`config.mk`:
```
export PLATFORM = sky130hd
export DESIGN_NAME = sum_table_writer_flat
export DESIGN_NICKNAME = d
export VERILOG_FILES = /design/src/rtl/sum_table_pkg.sv /design/src/rtl/sum_table_writer_if.sv /design/src/rtl/sum_table_ram.sv /design/src/rtl/sum_table_writer.sv /design/src/flat_wrapper.sv
export SDC_FILE = /design/constraint.sdc
export NUM_CORES = 1
export LEC_CHECK = 0
export ABC_AREA = 1
export CAP_MARGIN = 25
export CELL_PAD_IN_SITES_DETAIL_PLACEMENT = 0
export CELL_PAD_IN_SITES_GLOBAL_PLACEMENT = 2
export CORE_ASPECT_RATIO = 0.8
export CORE_MARGIN = 4
export CORE_UTILIZATION = 47
export DETAILED_ROUTE_END_ITERATION = 12
export HOLD_SLACK_MARGIN = 0.05
export PLACE_DENSITY = 0.82
export SETUP_SLACK_MARGIN = 0.3
export SLEW_MARGIN = 20
export SYNTH_ARGS = -nofsm -noshare
export SYNTH_HDL_FRONTEND = slang
export SYNTH_SLANG_ARGS = --single-unit
```
`constraint.sdc`:
```
create_clock -name clk -period 17.1 [get_ports clk]
set_input_delay 4.275 -clock clk [delete_from_list [all_inputs] [get_ports clk]]
set_output_delay 4.275 -clock clk [all_outputs]
set_load 0.01 [all_outputs]
```
`src/rtl/sum_table_pkg.sv`:
```
// Shared state type and sizing helpers for the adder lookup-table builder.
package sum_table_pkg;

    typedef enum logic [1:0] {
        EMPTY = 2'd0,
        FILL  = 2'd1,
        READY = 2'd2
    } state_t;

    function automatic int addr_w(input int data_width);
        return 32'sd2 * data_width;
    endfunction

    function automatic int depth(input int data_width);
        return 32'sd1 <<< (32'sd2 * data_width);
    endfunction

endpackage

```
`src/rtl/sum_table_writer_if.sv`:
```
// Fill-control and lookup signals of the sum table builder.
// The master side requests fills and lookups; the slave side is the table.
interface sum_table_writer_if #(
    parameter int DATA_WIDTH = 4
);
    logic                      start;
    logic                      busy;
    logic                      ready;
    logic                      done;
    logic [2*DATA_WIDTH-1:0]   fill_addr;
    logic                      rd_en;
    logic [DATA_WIDTH-1:0]     a;
    logic [DATA_WIDTH-1:0]     b;
    logic [DATA_WIDTH:0]       sum;
    logic                      sum_valid;

    modport master (
        output start, rd_en, a, b,
        input  busy, ready, done, fill_addr, sum, sum_valid
    );

    modport slave (
        input  start, rd_en, a, b,
        output busy, ready, done, fill_addr, sum, sum_valid
    );
endinterface

```
`src/rtl/sum_table_ram.sv`:
```
// Simple dual-port synchronous RAM: one write port and one registered read port.
// A same-address read and write return the new data; the read register holds when idle.
module sum_table_ram #(
    parameter int ADDR_W = 8,
    parameter int DATA_W = 5
) (
    input  logic              clk,
    input  logic              rst,
    input  logic              we,
    input  logic [ADDR_W-1:0] waddr,
    input  logic [DATA_W-1:0] wdata,
    input  logic              re,
    input  logic [ADDR_W-1:0] raddr,
    output logic [DATA_W-1:0] rdata
);
    localparam int DEPTH = 32'sd1 <<< ADDR_W;

    logic [DATA_W-1:0] mem_q [DEPTH];
    logic [DATA_W-1:0] rdata_d;
    logic [DATA_W-1:0] rdata_q;

    // Storage array write port; contents are deliberately left unreset.
    always_ff @(posedge clk) begin
        if (we) begin
            mem_q[waddr] <= wdata;
        end
    end

    // Next read-register value: write-first bypass, otherwise array contents.
    always_comb begin
        rdata_d = rdata_q;
        if (re) begin
            if (we && (waddr == raddr)) begin
                rdata_d = wdata;
            end else begin
                rdata_d = mem_q[raddr];
            end
        end else begin
            rdata_d = rdata_q;
        end
    end

    // Read data register.
    always_ff @(posedge clk or posedge rst) begin
        if (rst) begin
            rdata_q <= {DATA_W{1'b0}};
        end else begin
            rdata_q <= rdata_d;
        end
    end

    assign rdata = rdata_q;

endmodule

```
`src/rtl/sum_table_writer.sv`:
```
// Builds an a+b lookup table in on-chip RAM by sweeping every {a,b} pair,
// then serves one-cycle-latency lookups from the table it wrote.
module sum_table_writer
    import sum_table_pkg::*;
#(
    parameter int DATA_WIDTH = 4
) (
    input  logic              clk,
    input  logic              rst,
    sum_table_writer_if.slave bus
);
    localparam int AW    = addr_w(DATA_WIDTH);
    localparam int DEPTH = depth(DATA_WIDTH);
    localparam int SW    = DATA_WIDTH + 1;

    localparam logic [AW-1:0] ADDR_ONE  = AW'(32'd1);
    localparam logic [AW-1:0] LAST_ADDR = AW'(DEPTH - 1);
    localparam logic [AW-1:0] PRE_LAST  = AW'(DEPTH - 2);

    state_t          state_d,     state_q;
    logic [AW-1:0]   fill_addr_d, fill_addr_q;
    logic            busy_d,      busy_q;
    logic            ready_d,     ready_q;
    logic            done_d,      done_q;
    logic            sum_valid_d, sum_valid_q;

    logic            we_s;
    logic [SW-1:0]   wdata_s;
    logic            re_s;
    logic [AW-1:0]   raddr_s;
    logic [SW-1:0]   rdata_s;

    // Fill sequencing: next state, write index and status flags.
    always_comb begin
        state_d     = state_q;
        fill_addr_d = fill_addr_q;
        busy_d      = busy_q;
        ready_d     = ready_q;
        done_d      = 1'b0;
        case (state_q)
            EMPTY: begin
                if (bus.start) begin
                    state_d     = FILL;
                    fill_addr_d = {AW{1'b0}};
                    busy_d      = 1'b1;
                    ready_d     = 1'b0;
                end else begin
                    state_d = EMPTY;
                end
            end
            FILL: begin
                // start is ignored here; the index wraps to zero after the last entry
                fill_addr_d = fill_addr_q + ADDR_ONE;
                if (fill_addr_q == LAST_ADDR) begin
                    state_d = READY;
                    busy_d  = 1'b0;
                    ready_d = 1'b1;
                end else if (fill_addr_q == PRE_LAST) begin
                    done_d = 1'b1;
                end else begin
                    state_d = FILL;
                end
            end
            READY: begin
                if (bus.start) begin
                    state_d     = FILL;
                    fill_addr_d = {AW{1'b0}};
                    busy_d      = 1'b1;
                    ready_d     = 1'b0;
                end else begin
                    state_d = READY;
                end
            end
            default: begin
                state_d     = EMPTY;
                fill_addr_d = {AW{1'b0}};
                busy_d      = 1'b0;
                ready_d     = 1'b0;
            end
        endcase
    end

    // Table write port and lookup acceptance.
    always_comb begin
        we_s        = (state_q == FILL);
        wdata_s     = {1'b0, fill_addr_q[AW-1:DATA_WIDTH]} + {1'b0, fill_addr_q[DATA_WIDTH-1:0]};
        re_s        = bus.rd_en & ready_q;
        raddr_s     = {bus.a, bus.b};
        sum_valid_d = re_s;
    end

    // Control and status registers.
    always_ff @(posedge clk or posedge rst) begin
        if (rst) begin
            state_q     <= EMPTY;
            fill_addr_q <= {AW{1'b0}};
            busy_q      <= 1'b0;
            ready_q     <= 1'b0;
            done_q      <= 1'b0;
            sum_valid_q <= 1'b0;
        end else begin
            state_q     <= state_d;
            fill_addr_q <= fill_addr_d;
            busy_q      <= busy_d;
            ready_q     <= ready_d;
            done_q      <= done_d;
            sum_valid_q <= sum_valid_d;
        end
    end

    sum_table_ram #(
        .ADDR_W (AW),
        .DATA_W (SW)
    ) u_ram (
        .clk   (clk),
        .rst   (rst),
        .we    (we_s),
        .waddr (fill_addr_q),
        .wdata (wdata_s),
        .re    (re_s),
        .raddr (raddr_s),
        .rdata (rdata_s)
    );

    assign bus.busy      = busy_q;
    assign bus.ready     = ready_q;
    assign bus.done      = done_q;
    assign bus.fill_addr = fill_addr_q;
    assign bus.sum       = rdata_s;
    assign bus.sum_valid = sum_valid_q;

endmodule

```
`src/flat_wrapper.sv`:
```
// flat-port wrapper written by rule: the top's interface ports become plain ports
module sum_table_writer_flat import sum_table_pkg::*;
#(
    parameter int DATA_WIDTH = 4
)
  (clk, rst, bus_start, bus_rd_en, bus_a, bus_b, bus_busy, bus_ready, bus_done, bus_fill_addr, bus_sum, bus_sum_valid);
  sum_table_writer_if #(.DATA_WIDTH(DATA_WIDTH)) bus_i ();
  input  logic clk;
  input  logic rst;
  input wire logic [$bits(bus_i.start)-1:0] bus_start;
  input wire logic [$bits(bus_i.rd_en)-1:0] bus_rd_en;
  input wire logic [$bits(bus_i.a)-1:0] bus_a;
  input wire logic [$bits(bus_i.b)-1:0] bus_b;
  output wire logic [$bits(bus_i.busy)-1:0] bus_busy;
  output wire logic [$bits(bus_i.ready)-1:0] bus_ready;
  output wire logic [$bits(bus_i.done)-1:0] bus_done;
  output wire logic [$bits(bus_i.fill_addr)-1:0] bus_fill_addr;
  output wire logic [$bits(bus_i.sum)-1:0] bus_sum;
  output wire logic [$bits(bus_i.sum_valid)-1:0] bus_sum_valid;
  assign bus_i.start = bus_start;
  assign bus_i.rd_en = bus_rd_en;
  assign bus_i.a = bus_a;
  assign bus_i.b = bus_b;
  assign bus_busy = bus_i.busy;
  assign bus_ready = bus_i.ready;
  assign bus_done = bus_i.done;
  assign bus_fill_addr = bus_i.fill_addr;
  assign bus_sum = bus_i.sum;
  assign bus_sum_valid = bus_i.sum_valid;
  sum_table_writer #(.DATA_WIDTH(DATA_WIDTH)) u_core (.clk(clk), .rst(rst), .bus(bus_i));
endmodule
```
=== Yosys cells after proc, flatten, opt, wreduce, memory -nomap -nowiden ===
Memory sizes are Yosys's and may differ from the RTL's. A register that Yosys moved wholly into a read port is not among the register bits.
Cells that the tools add are included.

* Memories kept: 1
* Input port bits: 12
* Register bits after elaboration: 14
* Output and inout port bits: 17
* Logic and storage cells: 38
* Memory bits (writable): 1280

* Bitwise gates (word level): 1
* Reduce and logical (&&, ||, !) cells: 3
* Muxes and demuxes: 18
* Eq/ne operators: 7
* $add $sub $neg: 2

{| class="wikitable"
|+ Memory list
! name !! depth !! bits a word !! read ports !! clocked after Yosys merged registers in !! wr ports !! RTL line !! source
|-
| u_core.u_ram.mem_q || 256 || 5 || 1 || 1 || 1 || sum_table_ram.sv:18 || <nowiki>logic [DATA_W-1:0] mem_q [DEPTH];</nowiki>
|}

{| class="wikitable"
|+ Operators with widths
! kind !! number
|-
| 8-bit == test (second input constant) || 2
|-
| 8-bit case mux with 2 select lines || 1
|-
| 1-bit two-way mux || 10
|-
| 8-bit by 1-bit adder with 8-bit output (second input constant) || 1
|-
| 8-bit two-way mux || 1
|-
| 2-bit two-way mux || 3
|-
| 2-bit case mux with 3 select lines || 1
|-
| 4-bit by 4-bit adder with 5-bit output || 1
|-
| 2-bit by 1-bit inequality test with 1-bit output (second input constant) || 2
|-
| 1-bit case mux with 2 select lines || 2
|-
| 3-bit by 2-bit inequality test with 1-bit output (second input constant) || 1
|-
| 2-bit by 1-bit == test with 1-bit output (second input constant) || 1
|-
| 2-bit == test (second input constant) || 1
|-
| 2-bit zero test || 1
|-
| 2-bit AND reduction || 1
|-
| 2-bit OR reduction || 1
|-
| 1-bit bitwise AND || 1
|}

=== Longest topological paths before layout ===
Gate-level depths: netlist (run 1).

* Depth in word-level cells: 4
* Gate-level depth with buffers: 16
* Gate-level depth less buffers: 13

=== Hierarchy ===
Synthesis (run 1) repeated with hierarchy kept, for this count alone.

* Cells, all modules: 4691
* Area, all modules: 53721.5 µm²

{| class="wikitable"
|+ Modules (own cells, without submodules)
! module !! times used !! area an instance (µm²) !! cells an instance
|-
| sum_table_ram || 1 || 52927.0 || 4595
|-
| sum_table_writer || 1 || 794.5 || 96
|}

=== Least setup slack after synthesis (run 1) ===
No wires, ideal clock.

* Path type: register -> register
* Start: reg u_core.fill_addr_q[4] (netlist: u_core.bus.fill_addr[4])
* End: mem u_core.u_ram.mem_q[0][2], data pin
* Path buffers: 0
* Stages on the path, launching flop included: 5
* Period minus slack after synthesis: 10089 ps
* Required time: 15442 ps
* Slack: 7011 ps
* Arrival time: 8430 ps
* Cell sequence: dfrtp_1 -> ha_1 -> inv_1 -> fa_1 -> xnor2_1

* Word-level cells in the longest chain between the ends: 1

{| class="wikitable"
|+ Ends and longest elaborated chain
! item !! RTL line !! source
|-
| start, declared || sum_table_writer.sv:21 || <nowiki>logic [AW-1:0] fill_addr_d, fill_addr_q;</nowiki>
|-
| start signal, assigned || sum_table_writer.sv:96 || <nowiki>fill_addr_q <= {AW{1'b0}};</nowiki>
|-
| start signal, assigned || sum_table_writer.sv:103 || <nowiki>fill_addr_q <= fill_addr_d;</nowiki>
|-
| 4-bit by 4-bit adder with 5-bit output || sum_table_writer.sv:86 || <nowiki>wdata_s = {1'b0, fill_addr_q[AW-1:DATA_WIDTH]} + {1'b0, fill_addr_q[DATA_WIDTH-1:0]};</nowiki>
|-
| named net u_core.u_ram.wdata[2] || sum_table_ram.sv:11 || <nowiki>input logic [DATA_W-1:0] wdata,</nowiki>
|-
| end, declared || sum_table_ram.sv:18 ||
|}

The timed path passes the listed nets, and every way through them passes these cells.

==> impl_metrics.yaml, run 1 <==
status:
  status: "completed"
pwr:
  power.density_mw_per_mm2: 146
  p_leak_nw: 20.5
  irDropWorstVdd_v: 0.000149
grt:
  grt_pass1_wl_mm: 224
  track_usage_pct: 25.3
  grt_max_degree: 210
  grt.overflow.total: 0
  antenna_found_initial: 4
  first_global_vias: 33100
timing:
  rsz0062_at_grt: "false"
  setup_ws_ns: 9.23
  fmax_ghz: 0.127
  tns_ns: 0
  min_period_over_period_pct: 46.0
  setup_viol_count_final: 0
  worst_pin_slew_ns: 1.16
  min_period_ns: 7.87
  clock_skew_ns: 0.0215
  report.final.slew_viol_count: 0
  holdWs_ns: 0.524
  hold_violations: 0
  slew_headroom_pct: 22.9
route:
  postRouteAntennaNets: 0
  met3_length_mm: 11.0
  routed.top_layer: "met5"
  drc: 0
  via_count: 34900
  vias_per_cell: 5.65
  dr.pass1.iters: 6
  routedWlPerCell_um: 24.4
  drtIter0Drc: 3900
  drt-met1-wl_mm: 69.9
  wl_mm: 151
  wl_met2_mm: 66.9
floorplan:
  fp.dieW_um: 386
  dieArea_mm2: 0.120
  boundaryPins: 29
  core_area_mm2: 0.113
  num_rows: 110
  start_util_pct: 47.5
  fp.dieH_um: 310
synth:
  seq_area_frac_synth_pct: 72.5
  syn_inst: 4653
  avgSynthCellArea_um2: 11.5
  syn-cell-area_mm2: 0.0537
  ys_ff_latch: 1299
  ys_types: 28
  syn_nets: 4674
  yosysWarnings: 0
setup_path:
  cp.arrival_ns: 8.56
  start_kind: "input pin"
  crit_required_ns: 17.79
  r2r-end: "u_core.u_ram.mem_q[59][1]$_DFFE_PP_"
  end_kind: "flip-flop"
  crit_type: "input pin to flip-flop"
  rr_worst_depth: 6
  critPathMaxFanout: 155
  rrSetupSlack_ns: 13.46
  r2r_start: "u_core.bus.fill_addr[0]$_DFFE_PP0N_"
cts:
  h-tree-depth: 4
  clock_latency_ns: 0.76
  post_cts_resized: 0
  post_cts_buffers: 0
  cts.sinks: 1299
  clk_path_buf_depth: 3
  cts_hold_buf: 0
  cts-root-buf: "clkbuf_16"
  path_clk_slew_ns: 0.06
  tritoncts: "done"
  cts_buffers: 134
finish:
  fillers: 9819
  areaGrowthSynthToFinish_pct: 10.3
  fin_nets: 4587
  drive_above_1_share_pct: 5.83
  multi_input_area_mm2: 0.0131
  regArea_mm2: 0.0389
  fin_util_pct: 52.4
placed_design:
  dp_slack_ns: 8.40
  io_buffers: 28
  dp_hpwl_mm: 81.8
  routabilityCongestion: 0.800
worst_hold_path:
  holdPathEnd: "u_core.bus.busy$_DFFE_PP0P_"
  hold_depth: 1
  hold_start: "u_core.state_q[0]$_DFFE_PP0P_"
  min_path_type: "flip-flop to flip-flop"
job:
  drv_cap: 0
critical path, stage by stage:
cell and delay, ns:
buf_8 0.25, inv_8 0.74, buf_4 0.74, buf_4 0.82
nand2_1 0.11, nand3_1 0.13, nand3_1 0.15, nand3_1 0.15
nand3_1 0.16, nand2_1 0.12, nand2_1 0.05, nand3_1 0.25
nand3_1 0.17, nand3_1 0.12, nand2_1 0.05, nand2_1 0.06
cells by family (layout without fill, tap and decap cells):
family	count (synthesis)	in the layout	synth area share, %
fa+ha+maj	9	9	0.224
other cells	0	1	0
buf+inv	363	373	3.26
simple gates	2949	2949	23.6
flops	1299	1299	72.5
compound gates	28	28	0.306
xor+xnor	5	5	0.0816
cells in the mapped netlist (all sizes together):
| cell type | instances | share of area (%) |
|---|---|---|
| nand2 | 1411 | 9.9 |
| edfxtp | 1280 | 72 |
| nand3 | 1246 | 12 |
| nor2 | 273 | 1.9 |
| buf | 245 | 2.4 |
| clkbuf | 72 | 0.50 |
| inv | 46 | 0.32 |
| dfrtp | 19 | 0.89 |
| nor3 | 14 | 0.14 |
| o21ai | 10 | 0.093 |
| a21oi | 8 | 0.075 |
| ha | 8 | 0.19 |
| nand4 | 4 | 0.047 |
| o22ai | 4 | 0.047 |
| xor2 | 4 | 0.065 |
| o32ai | 2 | 0.033 |
| a21o | 1 | 0.014 |
| a31o | 1 | 0.016 |
| a31oi | 1 | 0.012 |
| fa | 1 | 0.037 |
| nor4 | 1 | 0.012 |
| o2111ai | 1 | 0.016 |
| xnor2 | 1 | 0.016 |
metal layers:
| metal | track usage (%) | up-vias |
|---|---|---|
| met2 | 37.5 | 1209 |
| met1 | 39.1 | 17300 |
| met4 | 6.43 | 2 |
| met5 | 0 | - |
| li1 | - | 16200 |
| met3 | 4.31 | 188 |
flip-flops by register name, summed over array words and instances (netlist names):
signal,flops
u_core.bus.sum_valid,1
u_core.bus.done,1
u_core.bus.busy,1
u_core.bus.fill_addr,8
u_core.bus.ready,1
u_core.u_ram.rdata,5
u_core.state_q,2
u_core.u_ram.mem_q,1280
worst max path at each step:
stage	start	end	slack, ns	cells past startpoint
finish	bus_b[0]	u_core.u_ram.rdata[1]$_DFFE_PP0P_	9.23	16
global route	bus_b[0]	u_core.u_ram.rdata[1]$_DFFE_PP0P_	8.84	16
CTS	bus_b[0]	u_core.u_ram.rdata[1]$_DFFE_PP0P_	9.22	16
detailed placement	bus_b[0]	u_core.u_ram.rdata[1]$_DFFE_PP0P_	8.40	16
global placement	bus_b[0]	u_core.u_ram.rdata[1]$_DFFE_PP0P_	8.44	16
floorplan	u_core.bus.fill_addr[4]$_DFFE_PP0N_	u_core.u_ram.mem_q[0][2]$_DFFE_PP_	7.01	4
per-stage QoR:
stage | total power, mW | std cells | cell area, um2
final | 8.61 | 6176 | 59200
after global placement | 5.83 | 5932 | 54800
after CTS | 8.63 | 6168 | 59000
after floorplan | 5.25 | 4653 | 53700
after detailed placement | 5.85 | 5935 | 54900
after global routing | 8.91 | 6175 | 59200
cell usage in the layout, fill, tap and decap left out, types with 2 or more instances in the layout:
cell and instances:
a21oi_1 8, buf_12 8, buf_16 4, buf_4 54, buf_6 2, buf_8 2, bufinv_16 7, clkbuf_1 27
clkbuf_16 139, clkbuf_8 4, clkdlybuf4s50_1 23, clkinv_1 26, clkinv_2 27, dfrtp_1 19, edfxtp_1 1280, ha_1 7
inv_1 38, inv_2 2, inv_6 5, inv_8 4, nand2_1 1411, nand3_1 1239, nand3_2 7, nand4_1 4
nor2_1 272, nor3_1 13, o21ai_0 10, o22ai_1 4, o32ai_1 2, xor2_1 3
where the power goes:
| group | internal [mW] | switching (mW) |
|---|---|---|
| registers | 4.26 | 0.0497 |
| clock network | 1.60 | 1.20 |
| logic | 0.243 | 1.26 |
final cells by class:
| cell class | count | area share [%] |
|---|---|---|
| multi-input combinational | 2991 | 22.1 |
| clock inverter | 63 | 0.800 |
| timing repair buffer | 94 | 1.63 |
| antenna | 1 | 0.00423 |
| inverter | 46 | 0.353 |
| tap | 1512 | 3.20 |
| clock buffer | 170 | 6.14 |
| sequential | 1299 | 65.8 |
Power figures use the tool's default switching activity.
==> run 2, diff against run 1 <==
--- a/config.mk
+++ b/config.mk
@@ -11,10 +11,10 @@
 export CELL_PAD_IN_SITES_GLOBAL_PLACEMENT = 2
 export CORE_ASPECT_RATIO = 0.8
 export CORE_MARGIN = 4
-export CORE_UTILIZATION = 47
+export CORE_UTILIZATION = 44
 export DETAILED_ROUTE_END_ITERATION = 12
 export HOLD_SLACK_MARGIN = 0.05
-export PLACE_DENSITY = 0.82
+export PLACE_DENSITY = 0.78
 export SETUP_SLACK_MARGIN = 0.3
 export SLEW_MARGIN = 20
 export SYNTH_ARGS = -nofsm -noshare
==> constraint.sdc (replaced) <==
create_clock -name clk -period 8.15 [get_ports clk]
set_input_delay 2.0375 -clock clk [delete_from_list [all_inputs] [get_ports clk]]
set_output_delay 2.0375 -clock clk [all_outputs]
set_load 0.01 [all_outputs]
==> impl_metrics.yaml, run 2 (synthesis gave the netlist of run 1 again) <==
status:
  status: "completed"
floorplan:
  fp.dieH_um: 320
  boundaryPins: 29
  num_rows: 114
  dieArea_mm2: 0.128
  start_util_pct: 44.4
  core_area_mm2: 0.121
  fp.dieW_um: 398
setup_path:
  r2r_start: "u_core.bus.fill_addr[5]$_DFFE_PP0N_"
  crit_required_ns: 8.84
  start_kind: "input pin"
  path_cells: "buf_8, inv_8, buf_4, nand2_1, nand3_1, nand3_1, nand3_1, nand3_1, nand2_1, nand2_1, nand3_1, nand3_1, nand3_1, nand2_1, nand2_1"
  cp.arrival_ns: 5.25
  r2r-end: "u_core.u_ram.mem_q[178][4]$_DFFE_PP_"
  max_stage_delay_ns: 0.61
  critPathBufInv: 3
  rr_worst_depth: 6
  critPathMaxFanout: 144
  slowest_stage: "buf_4"
  cp-startpoint: "bus_b[0]"
  crit_type: "input pin to flip-flop"
  path_common_cell: "nand3_1"
  cp_top_family: "simple AND/OR/NAND/NOR gates"
  end_kind: "flip-flop"
  cp_num_cells: 15
  worstSetupEndpoint: "u_core.u_ram.rdata[3]$_DFFE_PP0P_"
  rrSetupSlack_ns: 4.71
cts:
  post_cts_resized: 0
  cts_hold_buf: 0
  cts.sinks: 1299
  clk_path_buf_depth: 3
  clock_latency_ns: 0.76
  cts_buffers: 135
  h-tree-depth: 4
  cts-root-buf: "clkbuf_16"
  path_clk_slew_ns: 0.07
  post_cts_buffers: 0
  tritoncts: "done"
finish:
  final_cell_count_no_fill: 6286
  design_area_mm2: 0.0593
  fillers: 11000
  largest_reg_flops: 1280
  areaGrowthSynthToFinish_pct: 10.5
  final_cell_mix: "nand2_1, edfxtp_1, nand3_1"
  multi_input_area_mm2: 0.0131
  fin_util_pct: 49.0
  fin_nets: 4587
  largest_register: "u_core.u_ram.mem_q"
  final_common_cell: "nand2_1"
  drive_above_1_share_pct: 5.56
  regArea_mm2: 0.0389
timing:
  hold_violations: 0
  setup_viol_count_final: 0
  min_period_over_period_pct: 55.9
  rsz0062_at_grt: "false"
  clock_skew_ns: 0.0247
  min_period_ns: 4.56
  report.final.slew_viol_count: 0
  tns_ns: 0
  worst_pin_slew_ns: 1.18
  fmax_ghz: 0.219
  slew_headroom_pct: 21.1
route:
  routedWlPerCell_um: 24.4
  via_count: 34800
  wl_mm: 153
  drtIter0Drc: 3394
  drc: 0
  dr.pass1.iters: 6
  postRouteAntennaNets: 0
  vias_per_cell: 5.53
pwr:
  power.internal_mw: 12.7
  swShare_pct: 29.4
  irDropWorstVdd_v: 0.000587
  p_leak_nw: 20.4
  p_total_mw: 18.1
  power.density_mw_per_mm2: 305
  p_clk_share_pct: 32.5
  pwr-share-seq_pct: 50.1
  switchingPower_mw: 5.32
  pwr-share-comb_pct: 17.4
grt:
  grt_max_degree: 192
  grt.overflow.total: 0
  track_usage_pct: 23.9
  grt_pass1_wl_mm: 227
  antenna_found_initial: 5
  first_global_vias: 32800
job:
  drv_cap: 0
placed_design:
  place_inst: 6049
  dpl_cell_area_mm2: 0.0551
  io_buffers: 28
  routabilityCongestion: 0.784
  dp_hpwl_mm: 84.9
worst_hold_path:
  min_path_type: "flip-flop to flip-flop"
==> run 2: cell types whose count changed in the layout (fill, tap and decap cells not counted), sizes merged <==
cell      delta
inv          -3
buf          -1
clkinv       -2
bufinv       -1
clkinvlp     +3
clkbuf       +2
==> run 2: worst min-delay path by stage <==
| stage | startpoint | endpoint | slack [ns] | cells after the start |
|---|---|---|---|---|
| floorplan | u_core.state_q[0]$_DFFE_PP0P_ | u_core.state_q[0]$_DFFE_PP0P_ | 0.47 | 1 |
| global placement | u_core.state_q[0]$_DFFE_PP0P_ | u_core.bus.busy$_DFFE_PP0P_ | 0.50 | 1 |
| detailed placement | u_core.state_q[0]$_DFFE_PP0P_ | u_core.bus.busy$_DFFE_PP0P_ | 0.51 | 1 |
| CTS | u_core.state_q[0]$_DFFE_PP0P_ | u_core.bus.busy$_DFFE_PP0P_ | 0.52 | 1 |
| global route | u_core.state_q[0]$_DFFE_PP0P_ | u_core.bus.busy$_DFFE_PP0P_ | 0.54 | 1 |
| finish | u_core.state_q[0]$_DFFE_PP0P_ | u_core.bus.busy$_DFFE_PP0P_ | 0.52 | 1 |
==> run 2: worst register-to-register path, delay by kind of cell, from the launching register on <==
kind,cells,cell delay (ns)
flops,1,0.63
fa+ha+maj,1,0.54
compound gates,1,0.22
buf+inv,4,1.70
==> run 2: cell type report <==
class | instances | area share [%]
clock buffers | 172 | 6.24
flip-flops and latches | 1299 | 65.7
repair buffers | 93 | 1.53
multi-input cells | 2991 | 22.1
inverters | 46 | 0.353
clock inverters | 60 | 0.707
well taps | 1624 | 3.43
diodes | 1 | 0.00422
==> run 2: power by group through the flow <==
stage / clock network [mW] / registers [mW] / logic, mW
final: 5.87 / 9.05 / 3.15
after global routing: 6.27 / 9.06 / 3.40
after CTS: 5.99 / 9.05 / 3.21
after detailed placement: 0 / 9.19 / 3.21
after global placement: 0 / 9.19 / 3.16
after floorplan: 0 / 9.46 / 1.44
==> run 2: layer usage <==
layer  wire length [um]  part of all wire [%]  global-route usage, %
met4               3910                   2.6                   7.22
met3              11700                   7.7                   4.74
met5                  0                     0                      0
met2              65800                    43                   34.0
met1              71900                    47                   37.1
==> run 2: stage by stage <==
| stage | hold WS, ns | setup slack (ns) |
|---|---|---|
| after floorplan | 0.474 | 1.84 |
| after global placement | 0.503 | 2.84 |
| after detailed placement | 0.512 | 2.86 |
| after CTS | 0.519 | 3.69 |
| after global routing | 0.545 | 3.42 |
| final | 0.515 | 3.59 |
